<file path="src/rtl/vga_segment_timing_counter.sv">
// Single-axis VGA timing counter: count, region FSM, registered sync and detect decodes.
// terminal_count is combinational so that a second instance can chain off it.
module vga_segment_timing_counter #(
    parameter int COUNTER_SIZE    = 11,
    parameter int TOTAL           = 1328,
    parameter int VISIBLE_END     = 1024,
    parameter int SYNC_START      = 1048,
    parameter int SYNC_END        = 1184,
    parameter int THRESHOLD       = 1072,
    parameter bit SYNC_ACTIVE_LOW = 1'b1
) (
    input  logic                    control_clock,
    input  logic                    control_reset_n,
    input  logic                    counter_enable,
    output logic [COUNTER_SIZE-1:0] counter_output,
    output logic [1:0]              region,
    output logic                    visible,
    output logic                    sync_out,
    output logic                    zero_detected,
    output logic                    threshold_detected,
    output logic                    terminal_count
);

    if (!(VISIBLE_END > 0 && VISIBLE_END <= SYNC_START && SYNC_START < SYNC_END &&
          SYNC_END <= TOTAL && THRESHOLD >= 0 && THRESHOLD < TOTAL &&
          TOTAL <= (1 << COUNTER_SIZE))) begin : g_param_check
        $error("vga_segment_timing_counter: illegal segment boundary parameters");
    end

    typedef enum logic [1:0] {
        REG_VISIBLE = 2'd0,
        REG_FRONT   = 2'd1,
        REG_SYNC    = 2'd2,
        REG_BACK    = 2'd3
    } region_t;

    localparam int                    LAST         = TOTAL - 1;
    localparam logic [COUNTER_SIZE-1:0] C_LAST     = LAST[COUNTER_SIZE-1:0];
    localparam logic [COUNTER_SIZE-1:0] C_THRESH   = THRESHOLD[COUNTER_SIZE-1:0];
    // Boundaries carry one extra bit because SYNC_END may equal 2^COUNTER_SIZE.
    localparam logic [COUNTER_SIZE:0]   C_VIS_END  = VISIBLE_END[COUNTER_SIZE:0];
    localparam logic [COUNTER_SIZE:0]   C_SYNC_BEG = SYNC_START[COUNTER_SIZE:0];
    localparam logic [COUNTER_SIZE:0]   C_SYNC_END = SYNC_END[COUNTER_SIZE:0];
    localparam logic                    C_SYNC_ON  = !SYNC_ACTIVE_LOW;

    logic [COUNTER_SIZE-1:0] r_count;
    logic [COUNTER_SIZE-1:0] w_count_next;
    logic [COUNTER_SIZE:0]   w_next_ext;
    logic                    w_last;
    region_t                 r_region;
    region_t                 w_region_next;
    logic                    r_sync;

    always_comb begin
        w_last       = (r_count == C_LAST);
        w_count_next = w_last ? '0 : r_count + 1'b1;
        w_next_ext   = {1'b0, w_count_next};
    end

    // Transitions look at the next count so region changes on the same edge as the count.
    always_comb begin
        w_region_next = r_region;
        case (r_region)
            REG_VISIBLE: begin
                if (w_last)                          w_region_next = REG_VISIBLE;
                else if (w_next_ext == C_SYNC_BEG)   w_region_next = REG_SYNC;
                else if (w_next_ext == C_VIS_END)    w_region_next = REG_FRONT;
            end
            REG_FRONT: begin
                if (w_next_ext == C_SYNC_BEG)        w_region_next = REG_SYNC;
            end
            REG_SYNC: begin
                if (w_last)                          w_region_next = REG_VISIBLE;
                else if (w_next_ext == C_SYNC_END)   w_region_next = REG_BACK;
            end
            REG_BACK: begin
                if (w_last)                          w_region_next = REG_VISIBLE;
            end
            default:                                 w_region_next = REG_VISIBLE;
        endcase
    end

    always_ff @(posedge control_clock) begin
        if (!control_reset_n) begin
            r_count  <= '0;
            r_region <= REG_VISIBLE;
            r_sync   <= !C_SYNC_ON;
        end else if (counter_enable) begin
            r_count  <= w_count_next;
            r_region <= w_region_next;
            r_sync   <= (w_region_next == REG_SYNC) ? C_SYNC_ON : !C_SYNC_ON;
        end
    end

    assign counter_output     = r_count;
    assign region             = r_region;
    assign visible            = (r_region == REG_VISIBLE);
    assign sync_out           = r_sync;
    assign zero_detected      = (r_count == '0);
    assign threshold_detected = (r_count == C_THRESH);
    assign terminal_count     = counter_enable && w_last;

endmodule

</file>
<file path="config.mk">
export PLATFORM = sky130hd
export DESIGN_NAME = vga_segment_timing_counter
export DESIGN_NICKNAME = d
export VERILOG_FILES = /design/src/rtl/vga_segment_timing_counter.sv
export SDC_FILE = /design/constraint.sdc
export NUM_CORES = 1
export LEC_CHECK = 0
export ABC_AREA = 0
export BUFFER_PORTS_ARGS = -buffer_cell sky130_fd_sc_hd__buf_2
export CORE_MARGIN = 1
export CORE_UTILIZATION = 54
export CTS_CLUSTER_SIZE = 12
export DETAILED_ROUTE_END_ITERATION = 8
export GPL_TIMING_DRIVEN = 0
export HOLD_SLACK_MARGIN = 0.03
export PLACE_DENSITY = 0.78
export SYNTH_ARGS = -nofsm -noshare
export SYNTH_HDL_FRONTEND = slang
export SYNTH_SLANG_ARGS = --single-unit
export TNS_END_PERCENT = 30
</file>
<file path="constraint.sdc">
create_clock -name control_clock -period 3.5 [get_ports control_clock]
set_input_delay 0.175 -clock control_clock [delete_from_list [all_inputs] [get_ports control_clock]]
set_output_delay 0.175 -clock control_clock [all_outputs]
set_load 0.01 [all_outputs]
</file>
== Yosys cells after proc, flatten, opt, wreduce, memory -nomap -nowiden ==
Cells that the tools add are included.
W data, S select, Z words.

* $add $sub $neg: 1
* Equal/unequal tests: 9
* Muxes and demuxes: 10
* Reductions and logical operators: 3

{| class="wikitable"
|+ Operators with widths
! operator !! count
|-
| $eq A11 B11 Y1 const B || 5
|-
| $mux W2 || 7
|-
| $add A11 B1 Y11 const B || 1
|-
| $logic_not A11 Y1 || 1
|-
| $mux W11 || 1
|-
| $pmux W2 S4 || 1
|-
| $eq A2 B2 Y1 const B || 3
|-
| $eq A2 B1 Y1 const B || 1
|-
| $logic_not A2 Y1 || 1
|-
| $logic_and A1 B1 Y1 || 1
|-
| $mux W1 || 1
|}

* Register bits after elaboration: 14
* Input port bits: 3
* Output and inout bits: 18
* Word-level logic and storage cells: 26

== Depth between registers and ports, before layout ==
Gate-level depths: netlist (run 1).

* Depth after elaboration: 9
* Depth in mapped cells: 9
* Mapped depth without buffers: 7

== Least setup slack after synthesis (run 1) ==
Ideal clock, no wire load.

* Path kind: reg2reg
* Start: reg r_count[0] (netlist: counter_output[0])
* End: reg r_region[0] (netlist: region[0])
* Arrival time: 1.925 ns
* Data required time: 3.414 ns
* Setup slack: 1.488 ns
* Stages on the path, launching flop included: 10
* Buffers on the path: 2
* Cells stage by stage: dfxtp_1 > ha_1 > buf_6 > and3_1 > buf_6 > and3_4 > a31oi_2 > nor3_4 > a31o_2 > a221oi_2

* Word-level cells in the longest chain between the ends: 7
* Elaborated cells on any way between the ends: 14

{| class="wikitable"
|+ RTL lines
! what !! RTL line !! source
|-
| from (decl) || 46 || <nowiki>logic [COUNTER_SIZE-1:0] r_count;</nowiki>
|-
| from (signal assigned) || 89 || <nowiki>r_count <= w_count_next;</nowiki>
|-
| $add A11 B1 Y11 / $eq A11 B11 Y1 (equally long branches) || 56, 55 ||
|-
| $mux W11 || 56 || <nowiki>w_count_next = w_last ? '0 : r_count + 1'b1;</nowiki>
|-
| $eq A11 B11 Y1 || 67 || <nowiki>else if (w_next_ext == C_VIS_END) w_region_next = REG_FRONT;</nowiki>
|-
| $mux W2 || 67 ||
|-
| $mux W2 || 66 || <nowiki>else if (w_next_ext == C_SYNC_BEG) w_region_next = REG_SYNC;</nowiki>
|-
| $mux W2 || 65 || <nowiki>if (w_last) w_region_next = REG_VISIBLE;</nowiki>
|-
| $pmux W2 S4 * || 63 || <nowiki>case (r_region)</nowiki>
|-
| to (signal assigned) || 90 || <nowiki>r_region <= w_region_next;</nowiki>
|-
| to (decl) || 50 || <nowiki>region_t r_region;</nowiki>
|}

Every way passes the cells marked *; elsewhere a longest branch is shown, timed or not.
A chain may end at the register's enable or synchronous reset.

== Worst setup path in the final report (run 1) ==
* Start: reg r_count[0] (netlist: counter_output[0])
* End: out terminal_count

* Word-level cells in the longest chain between the ends: 2

{| class="wikitable"
|+ RTL lines
! what !! RTL line !! source
|-
| $eq A11 B11 Y1 || 55 || <nowiki>w_last = (r_count == C_LAST);</nowiki>
|-
| $logic_and A1 B1 Y1 || 101 || <nowiki>assign terminal_count = counter_enable && w_last;</nowiki>
|-
| to (decl) || 21 || <nowiki>output logic terminal_count</nowiki>
|}

Every way passes these cells.

==> results of run 1 <==
stage by stage:
stage                     std cells    util  setup WS (ns)
final                           188  0.6546          1.223
after global routing            188  0.6546          1.032
after CTS                       188  0.6546          1.215
after detailed placement        185  0.6430          1.382
after global placement          185  0.6430          1.400
after floorplan                 138       -          1.488
cell usage in the layout (no fill, tap or decap), drive strengths merged:
cell type,n
xor2,2
buf,27
inv,6
a31oi,5
and2,3
nand2b,1
nor3b,1
nor3,3
o22ai,1
nor2,15
ha,3
nand4b,1
or2b,1
mux2i,3
nand4,2
dfxtp,14
o21a,2
nand3b,1
nor4b,2
xnor2,6
nand3,10
o211ai,2
nor4,3
clkbuf,8
a211oi,1
and3,5
nand2,10
a311oi,2
a41oi,2
a22oi,1
a31o,2
mux2,1
o21bai,1
o21ai,3
o211a,1
and4,2
a21oi,5
a21boi,2
a221oi,1
power by group through the flow:
stage / logic [µW] / clock network [µW] / registers (µW)
after global routing: 37.1 / 104 / 167
after global placement: 32.1 / 0 / 170
after detailed placement: 32.9 / 0 / 170
after floorplan: 20.6 / 0 / 170
after CTS: 33.0 / 95.9 / 166
final: 33.1 / 93.3 / 166
cell families after synthesis:
family                     after synthesis  share of synthesized area
DFF                                     14                     0.2514
adders and majority gates                3                    0.03367
xor gates and xnor gates                 8                    0.06285
and+or+nand+nor                         60                     0.3131
muxes                                    4                    0.04040
AOI/OAI and AO/OA                       31                     0.2110
buffers and inverters                   18                    0.08754
metal layers:
metal | routed length, µm | up-vias
met2 | 1260 | 26
met3 | 107 | 5
met1 | 1270 | 534
met4 | 36 | 0
met5 | 0 | -
li1 | - | 550
state kept, by name, summed over array words and instances, names as in the netlist:
name	count
counter_output	11
region	2
sync_out	1
layout make-up:
type                            instances  area (µm²)  area share
Buffer                                 12       75.07     0.05906
Clock buffer                            3       22.52     0.01772
Inverter                                6       22.52     0.01772
Multi-Input combinational cell        106       737.0      0.5797
Sequential cell                        14       280.3      0.2205
Tap cell                               27       33.78     0.02657
Timing Repair Buffer                   20       100.1     0.07874
path summary, 6_finish.rpt:
check | from | endpoint
worst max-delay path | counter_output[0]$_SDFFE_PN0P_ | terminal_count
worst min-delay path | control_reset_n | sync_out$_SDFFE_PN1P_
worst max register to register | counter_output[0]$_SDFFE_PN0P_ | sync_out$_SDFFE_PN1P_
worst min register to register | sync_out$_SDFFE_PN1P_ | sync_out$_SDFFE_PN1P_
==> results by group, run 1 <==
Run status
  – Status: finished with violations
  – Violated checks: design-rule violations

Die
  – Initial Util: 0.5741
  – Cell Rows: 16
  – Die Span Y: about 47 µm
  – Core Area: slightly below 2000 µm²
  – Die width: 47.44 µm
  – Io pins: 21
  – Full die area: around 2300 µm²

Detailed routing
  – Final wirelength: 2675 µm
  – Drt pass-1 iters: 6
  – Residual DRC count: 1
  – Post-route antenna net violation count: 0
  – Routed WL per cell: between 10 and 15 µm
  – 1st-iter DRT viols: 32
  – Via count: 1115
  – Vias per std cell: 5.931

Layout
  – Net total in the final layout: around 170
  – Layout cells sized above 1: 0.2484
  – Syn-to-layout area delta: 14.03%
  – Ant. Diodes: 0
  – Post-route cell area: between 1000 and 1500 µm²
  – Filler Cell Count: 183

Clocking
  – Clock sink count: 14
  – Clock transition at path regs: around 0.090 ns
  – CTS-repair resized insts: 0
  – Depth of the CTS H-tree: 1
  – Root buffer cell: clkbuf_4
  – # hold bufs at CTS: 0
  – Post-CTS Setup Bufs: 0
  – Clock latency on the worst-skew pair: around 0.28 ns
  – CTS Buffer Depth: 2
  – CTS Buf Count: 3
  – CTS tree: yes

Global routing
  – Routing usage on met3: 0.02264
  – Largest net degree at the start of global routing: 12
  – All-layer global routing usage: 0.2627
  – Vias in the first global route: 900
  – GR met1 Demand/Resource: 0.3676
  – Most Crowded Layer GR: met2
  – Grt met2 use: 0.4247
  – Initial antenna violation count: 0
  – Total grt overflow: 0
  – First-pass GRT wire length: about 4100 µm

STA
  – Worst Tran Pin Value: 0.5887 ns
  – Hold WS: roughly 0.18 ns
  – Period utilisation layout: 0.6506
  – Unrepaired setup endpoints after global routing: false
  – Final Skew: between 0.004 and 0.005 ns
  – Hold Violations, Final: 0
  – Post-route minimum period: 2.277 ns
  – Slew HR: 0.6046
  – Setup TNS: 0 ns
  – Fin. max-slew vios: 0
  – Setup-failing EPs final: 0
  – Fmax: ~440 MHz

Critical path
  – Buf/Inv on CP: 2
  – Critical path depth in cells: 6
  – Kind of cell adding the most delay to the critical path: simple AND/OR/NAND/NOR gates
  – Worst EP required: roughly 3.3 ns
  – Crit Path Max Fanout: 11
  – Crit end category: output pin
  – Critical path class: flip-flop to output pin
  – Slack of the worst reg-to-reg path: roughly 1.4 ns
  – Crit path DAT: 2.10 ns
  – R2R depth: 9
  – Crit-path cells: ha_1, buf_6, nand2_1, nor4_4, and2_1, buf_2
  – Critical Path Source Type: flip-flop
  – Largest stage delay, worst path: 0.53 ns
  – Slowest cell on the critical path: dfxtp_1

Power and ir drop
  – Cell area power density: roughly 230 nW/µm²
  – Worst VDD drop: about 0.00018 V
  – Sequential power share: 0.569
  – Static Leak: approximately 0.00051 µW
  – Net Sw Frac: 0.2669
  – Combinational power share: 0.113
  – P_int: approximately 210 µW
  – Clk pwr share: 0.319
  – Power, Total: approximately 300 µW
  – Net Switching: roughly 78 µW

Logic synthesis
  – Distinct cells, synth: between 40 and 50
  – Synthesized area per cell: between 8 and 9 µm²
  – Count leader, synth: nor2_1
  – Ranking of synthesized cells by area: dfxtp_1 25%, nor2_1 5.1%, xnor2_1 4.7%, nand3_1 4.5%, ha_1 3.4%
  – Async SR Flop Fraction: 0
  – Share of the synthesized area in the top cell type: 0.2514
  – Sequential area share after synthesis: 0.2514
  – Syn Inst Count: approximately 140
  – Dominant cell type by area after synthesis: dfxtp_1
  – EDFF count, synth: 0
  – Syn_nets: approximately 140
  – Seq cells post-synth: 14
  – Post-synth top flop: dfxtp_1
  – Mapped Area: 1115 µm²
  – Synth warn: 0
  – Most frequent cells after synthesis: 15 x nor2_1, 14 x dfxtp_1, 10 x nand2_1, 10 x nand3_1

Job
  – Number of max-cap violations: 0

Hold path
  – Hold Crit Depth: 2
  – Hold WC Path Type: primary input to flip-flop

Placed design
  – IO Port Bufs: 20
  – Final HPWL DP: between 1500 and 2000 µm
  – Final GP Congestion: 0.8936
  – Placed cell area: roughly 1200 µm²
(Power assumes the default switching activity.)
==> run 2: changes to the inputs <==
Settings changed: CORE_UTILIZATION 54 to 49, PLACE_DENSITY 0.78 to 0.75.
Clock period 3.5 ns to 1.9 ns, I/O delays scaled along.
==> results by group, run 2 (synthesized netlist as in run 1, its figures left out) <==
Run status
  – Status: finished with violations (unchanged)
  – Violated checks: negative setup slack (was design-rule violations)

STA
  – Worst Tran Pin Value: 0.5852 ns (was 0.5887 ns)
  – Final Skew: 0.01603 ns (was 0.004814 ns)
  – Fmax: approximately 520 MHz
  – Slack of the critical path: -0.02745 ns (was 1.223 ns)
  – Slew HR: 0.6099 (was 0.6046)
  – Unrepaired setup endpoints after global routing: true (was false)
  – Hold Violations, Final: 0 (unchanged)
  – Setup-failing EPs final: 3 (was 0)
  – Post-route minimum period: 1.927 ns
  – Setup TNS: -0.03931 ns (was 0 ns)
  – Period utilisation layout: 1.014
  – Fin. max-slew vios: 0 (unchanged)

Clocking
  – CTS Buf Count: 3 (unchanged)
  – Depth of the CTS H-tree: 1 (unchanged)
  – Root buffer cell: clkbuf_4 (unchanged)
  – CTS tree: yes (unchanged)
  – Clock sink count: 14 (unchanged)
  – CTS Buffer Depth: 2 (unchanged)
  – # hold bufs at CTS: 0 (unchanged)
  – Clock latency on the worst-skew pair: 0.30 ns (was 0.28 ns)
  – Clock transition at path regs: 0.10 ns (was 0.09 ns)

Placed design
  – Final GP Congestion: 0.8398 (was 0.8936)
  – Final HPWL DP: 1999 µm (was 1891 µm)
  – IO Port Bufs: 20 (unchanged)

Hold path
  – Hold WC Path Type: primary input to flip-flop (unchanged)
  – Hold Crit Depth: 2 (unchanged)
  – Hold wc startpoint: control_reset_n (unchanged)
  – Worst Hold Endpoint: counter_output[4]$_SDFFE_PN0P_ (was sync_out$_SDFFE_PN1P_)

Critical path
  – Crit end category: flip-flop (was output pin)
  – Largest stage delay, worst path: 0.35 ns (was 0.53 ns)
  – Crit-path cells: buf_6, and4_4, nand3_2, mux2_4, nor3_4, buf_6, a31o_4, a22oi_1 (was ha_1, buf_6, nand2_1, nor4_4, and2_1, buf_2)
  – Slack of the worst reg-to-reg path: -0.03 ns (was 1.35 ns)
  – Critical path class: flip-flop to flip-flop (was flip-flop to output pin)
  – Crit Path Max Fanout: 8 (was 11)
  – Cell mode on critical path: buf_6
  – Worst reg2reg endpoint: sync_out$_SDFFE_PN1P_ (unchanged)
  – R2R depth: 8 (was 9)
  – Worst EP required: 2.07 ns (was 3.32 ns)
  – Crit path DAT: 2.10 ns (about the same)
  – R2R Path Start: counter_output[2]$_SDFFE_PN0P_ (was counter_output[0]$_SDFFE_PN0P_)
  – Critical Path Source Type: flip-flop (unchanged)
  – Slowest cell on the critical path: dfxtp_2 (was dfxtp_1)

Detailed routing
  – Routed WL per cell: 16.82 µm (was 14.23 µm)
  – Final wirelength: 3415 µm (was 2675 µm)
  – Residual DRC count: 0 (was 1)
  – Drt pass-1 iters: 4 (was 6)
  – Post-route antenna net violation count: 0 (unchanged)
  – Via count: 1227 (was 1115)
  – 1st-iter DRT viols: 48 (was 32)
  – Vias per std cell: 6.044 (was 5.931)

Power and ir drop
  – Static Leak: 0.0006001 µW (was 0.0005065 µW)
  – Cell area power density: 386.4 nW/µm² (was 230.3 nW/µm²)
  – Worst VDD drop: 0.0003819 V (was 0.0001784 V)

Layout
  – Layout cells sized above 1: 0.4205 (was 0.2484)
  – Ant. Diodes: 0 (unchanged)
  – Syn-to-layout area delta: 36.03% (was 14.03%)
  – Most frequent cells in the layout: 20 x buf_2, 15 x nor2_1, 13 x buf_4 (was 23 x buf_2, 15 x nor2_1, 14 x dfxtp_1)
  – Max reg flops: 11 (unchanged)
  – Commonest non-fill, non-tap cell in the layout: buf_2 (unchanged)
  – Filler Cell Count: 162 (was 183)
  – Net total in the final layout: 183 (was 169)
  – Fin util: 0.7426 (was 0.6546)

Global routing
  – Initial antenna violation count: 0 (unchanged)
  – Largest net degree at the start of global routing: 11 (was 12)
  – Vias in the first global route: 1019 (was 900)
  – First-pass GRT wire length: 4988 µm (was 4146 µm)
  – Total grt overflow: 0 (unchanged)
  – All-layer global routing usage: 0.2690 (was 0.2627)

Die
  – Io pins: 21 (unchanged)
  – Die Span Y: 49.70 µm (was 47.44 µm)
  – Initial Util: 0.5460 (was 0.5741)
  – Cell Rows: 16 (unchanged)
  – Full die area: 2470 µm² (was 2250 µm²)
  – Die width: 49.70 µm (was 47.44 µm)
  – Core Area: 2042 µm² (was 1942 µm²)

Job
  – Number of max-cap violations: 0 (unchanged)
run 2: layout make-up:
cell class / instances / area, µm² / area share
plain buffers: 9 / 63.81 / 0.04208
repair buffers: 37 / 242.7 / 0.1601
flip-flops and latches: 14 / 297.8 / 0.1964
well taps: 27 / 33.78 / 0.02228
clock buffers: 4 / 26.28 / 0.01733
inverters: 6 / 22.52 / 0.01485
multi-input cells: 106 / 829.5 / 0.5470
run 2: critical path: cells and delay by family (launching register included):
kind / cells / cell delay, ns
AO/OA/AOI/OAI: 2 / 0.23
buffers and inverters: 2 / 0.28
flip-flops: 1 / 0.35
multiplexers: 1 / 0.33
AND/OR/NAND/NOR: 3 / 0.62
run 2: how the worst max path moves through the flow:
stage                                   start                     end  slack [ns]  cells after the start
3_3_place_gp   counter_output[0]$_SDFFE_PN0P_   sync_out$_SDFFE_PN1P_       -0.10                      9
4_1_cts        counter_output[0]$_SDFFE_PN0P_  region[0]$_SDFFE_PN0P_       -0.03                      9
2_1_floorplan  counter_output[0]$_SDFFE_PN0P_   sync_out$_SDFFE_PN1P_      0.0004                      9
3_5_place_dp   counter_output[0]$_SDFFE_PN0P_   sync_out$_SDFFE_PN1P_       -0.14                      9
6_report       counter_output[2]$_SDFFE_PN0P_   sync_out$_SDFFE_PN1P_       -0.03                      8
5_1_grt        counter_output[2]$_SDFFE_PN0P_   sync_out$_SDFFE_PN1P_       -0.09                      8
run 2: stage by stage:
| step | total power (µW) | hold slack (ns) | setup slack, ns | cell area [µm²] | std cells |
|---|---|---|---|---|---|
| 2_1_floorplan | 351.3 | 0.1953 | 0.0004290 | 1140 | 138 |
| 3_5_place_dp | 374.2 | 0.3802 | -0.1431 | 1274 | 185 |
| 3_3_place_gp | 372.5 | 0.3736 | -0.1028 | 1274 | 185 |
| 5_1_grt | 610.0 | 0.07569 | -0.09324 | 1516 | 203 |
| 6_report | 586.0 | 0.07160 | -0.02745 | 1516 | 203 |
| 4_1_cts | 570.6 | 0.06973 | -0.03365 | 1374 | 195 |
run 2: layer usage:
| layer | share of wire | track usage | vias up |
|---|---|---|---|
| met2 | 0.48 | 0.4279 | 66 |
| met4 | 0.0097 | 0.1000 | 0 |
| li1 | - | - | 576 |
| met3 | 0.090 | 0.03086 | 6 |
| met1 | 0.42 | 0.3698 | 579 |
| met5 | 0 | 0 | - |
run 2: power breakdown:
part | switching (µW) | internal, µW
logic | 51.4 | 42.9
clock network | 110 | 81.7
registers | 4.84 | 296
run 2: repair_timing:
action / 4_1_cts / 5_1_grt
gates resized for setup: 5 / 27
endpoints found under the setup margin: 8 / 10
setup buffers: 6 / 11
pin swaps: 4 / 9
cloned: 0 / 0
==> run 3: changes to the inputs <==
Settings changed: CTS_BUF_LIST set to sky130_fd_sc_hd__clkbuf_16.
==> results by group, run 3 (synthesized netlist as in run 1, its figures left out) <==
Hold path
  – Hold WC Path Type: primary input to flip-flop (unchanged)
  – Hold Crit Depth: 2 (unchanged)

Layout
  – Syn-to-layout area delta: 44.78% (was 36.03%)
  – Layout cells sized above 1: 0.4286 (was 0.4205)
  – Filler Cell Count: 143 (was 162)
  – Net total in the final layout: 189 (was 183)
  – Max reg flops: 11 (unchanged)
  – Most frequent cells in the layout: 21 x buf_4, 19 x buf_2, 15 x nor2_1 (was 20 x buf_2, 15 x nor2_1, 13 x buf_4)
  – Ant. Diodes: 0 (unchanged)
  – Post-route insts no fill: 209 (was 203)
  – Post-route cell area: 1614 µm² (was 1516 µm²)
  – Commonest non-fill, non-tap cell in the layout: buf_4 (was buf_2)

Die
  – Die Span Y: 49.70 µm (unchanged)
  – Core Area: 2042 µm² (unchanged)
  – Io pins: 21 (unchanged)
  – Cell Rows: 16 (unchanged)
  – Die width: 49.70 µm (unchanged)
  – Initial Util: 0.5460 (unchanged)
  – Full die area: 2470 µm² (unchanged)

Global routing
  – First-pass GRT wire length: 5037 µm (was 4988 µm)
  – All-layer global routing usage: 0.2690 (unchanged)
  – Initial antenna violation count: 0 (unchanged)
  – Total grt overflow: 0 (unchanged)
  – Vias in the first global route: 1054 (was 1019)
  – Largest net degree at the start of global routing: 11 (unchanged)

Detailed routing
  – Top sig layer: met4 (unchanged)
  – Via count: 1323 (was 1227)
  – Final wirelength: 3925 µm (was 3415 µm)
  – Post-route antenna net violation count: 0 (unchanged)
  – Met2 wire length: 1948 µm (was 1645 µm)
  – Residual DRC count: 0 (unchanged)
  – Met3 routed WL: 301 µm (was 308 µm)
  – Routed WL per cell: 18.78 µm (was 16.82 µm)
  – 1st-iter DRT viols: 79 (was 48)
  – Drt pass-1 iters: 5 (was 4)
  – Met1 wire length: 1542 µm (was 1428 µm)
  – Vias per std cell: 6.330 (was 6.044)

Critical path
  – Largest stage delay, worst path: 0.36 ns (was 0.35 ns)
  – Crit end category: flip-flop (unchanged)
  – R2R depth: 8 (unchanged)
  – Crit Path Max Fanout: 4 (was 8)
  – Critical Path Source Type: flip-flop (unchanged)
  – Buf/Inv on CP: 3 (was 2)
  – Crit path DAT: 2.12 ns (was 2.10 ns)
  – Worst EP required: 2.07 ns (about the same)
  – Critical path depth in cells: 8 (unchanged)
  – Kind of cell adding the most delay to the critical path: compound AO/OA/AOI/OAI gates (was simple AND/OR/NAND/NOR gates)
  – Cell mode on critical path: buf_4 (was buf_6)
  – Critical path class: flip-flop to flip-flop (unchanged)
  – Crit-path cells: buf_6, buf_4, buf_4, a21boi_0, nand4_1, a31oi_1, a41oi_2, nor3_2 (was buf_6, and4_4, nand3_2, mux2_4, nor3_4, buf_6, a31o_4, a22oi_1)
  – Slowest cell on the critical path: dfxtp_4 (was dfxtp_2)

Power and ir drop
  – Cell area power density: 507.5 nW/µm² (was 386.4 nW/µm²)
  – Power, Total: 819.1 µW (was 586.0 µW)
  – Worst VDD drop: 0.0005300 V (was 0.0003819 V)
  – Static Leak: 0.0006598 µW (was 0.0006001 µW)

STA
  – Hold Violations, Final: 0 (unchanged)
  – Final Skew: 0.006671 ns (was 0.01603 ns)
  – Fin. max-slew vios: 0 (unchanged)
  – Worst Tran Pin Value: 0.6111 ns (was 0.5852 ns)
  – Setup-failing EPs final: 2 (was 3)
  – Post-route minimum period: 1.953 ns (was 1.927 ns)
  – Fmax: 512.1 MHz (was 518.8 MHz)
  – Period utilisation layout: 1.028 (was 1.014)
  – Slew HR: 0.5926 (was 0.6099)
  – Hold WS: 0.1340 ns (was 0.07160 ns)
  – Slack of the critical path: -0.05275 ns (was -0.02745 ns)
  – Setup TNS: -0.05861 ns (was -0.03931 ns)
  – Unrepaired setup endpoints after global routing: true (unchanged)

Run status
  – Violated checks: negative setup slack (unchanged)
  – Status: finished with violations (unchanged)

Placed design
  – Placed instance count: 185 (unchanged)
  – Final HPWL DP: 1999 µm (unchanged)
  – Final GP Congestion: 0.8398 (unchanged)
  – Placed cell area: 1274 µm² (unchanged)
  – IO Port Bufs: 20 (unchanged)

Clocking
  – Clock latency on the worst-skew pair: 0.25 ns (was 0.30 ns)
  – Depth of the CTS H-tree: 1 (unchanged)
  – Clock sink count: 14 (unchanged)
  – CTS tree: yes (unchanged)
  – CTS Buf Count: 3 (unchanged)
  – CTS Buffer Depth: 2 (unchanged)
  – Root buffer cell: clkbuf_16 (was clkbuf_4)
  – Clock transition at path regs: 0.05 ns (was 0.10 ns)

Job
  – Number of max-cap violations: 0 (unchanged)
[run 3: power by group]
part | switching [µW] | internal (µW)
Sequential | 4.80 | 296
Combinational | 54.9 | 44.1
Clock | 139 | 279
[run 3: final timing paths]
check	from	end	slack (ns)
worst max-delay path	counter_output[1]$_SDFFE_PN0P_	region[1]$_SDFFE_PN0P_	-0.05
worst min-delay path	control_reset_n	counter_output[4]$_SDFFE_PN0P_	0.13
worst max register to register	counter_output[1]$_SDFFE_PN0P_	region[1]$_SDFFE_PN0P_	-0.05
worst min register to register	sync_out$_SDFFE_PN1P_	sync_out$_SDFFE_PN1P_	0.50
[run 3: stage by stage]
| step | worst slack [ns] | utilization |
|---|---|---|
| 3_3_place_gp | -0.1028 | 0.6238 |
| 5_1_grt | -0.08140 | 0.7904 |
| 3_5_place_dp | -0.1431 | 0.6238 |
| 2_1_floorplan | 0.0004290 | - |
| 4_1_cts | -0.02796 | 0.6973 |
| 6_report | -0.05275 | 0.7904 |
[run 3: worst register-to-register path: stages (launching register included)]
cell and delay (ns):
dfxtp_4 0.36, buf_6 0.12, buf_4 0.14, buf_4 0.14, a21boi_0 0.25, nand4_1 0.16
a31oi_1 0.30, a41oi_2 0.19, nor3_2 0.20
[run 3: per-layer routing]
metal | vias to the layer above | global-route usage
met5 | - | 0
met4 | 0 | 0.1143
met3 | 21 | 0.03395
met2 | 83 | 0.4234
met1 | 624 | 0.3660
li1 | 595 | -
[run 3: repair_timing]
item                                    CTS  global route
hold endpoints to repair                  0             0
pin swaps                                 4            13
buffers inserted                          7            16
hold buffers                              0             0
endpoints found under the setup margin    7             9
gates resized for setup                   4            30
[run 3: area by class of cell]
type                    instances  area [µm²]  share of cell area
clock inverters                 1       3.754            0.002326
plain buffers                   9       63.81             0.03953
flip-flops and latches         14       297.8              0.1845
repair buffers                 43       290.3              0.1798
well taps                      27       33.78             0.02093
inverters                       6       22.52             0.01395
clock buffers                   3       75.07             0.04651
multi-input cells             106       827.0              0.5124
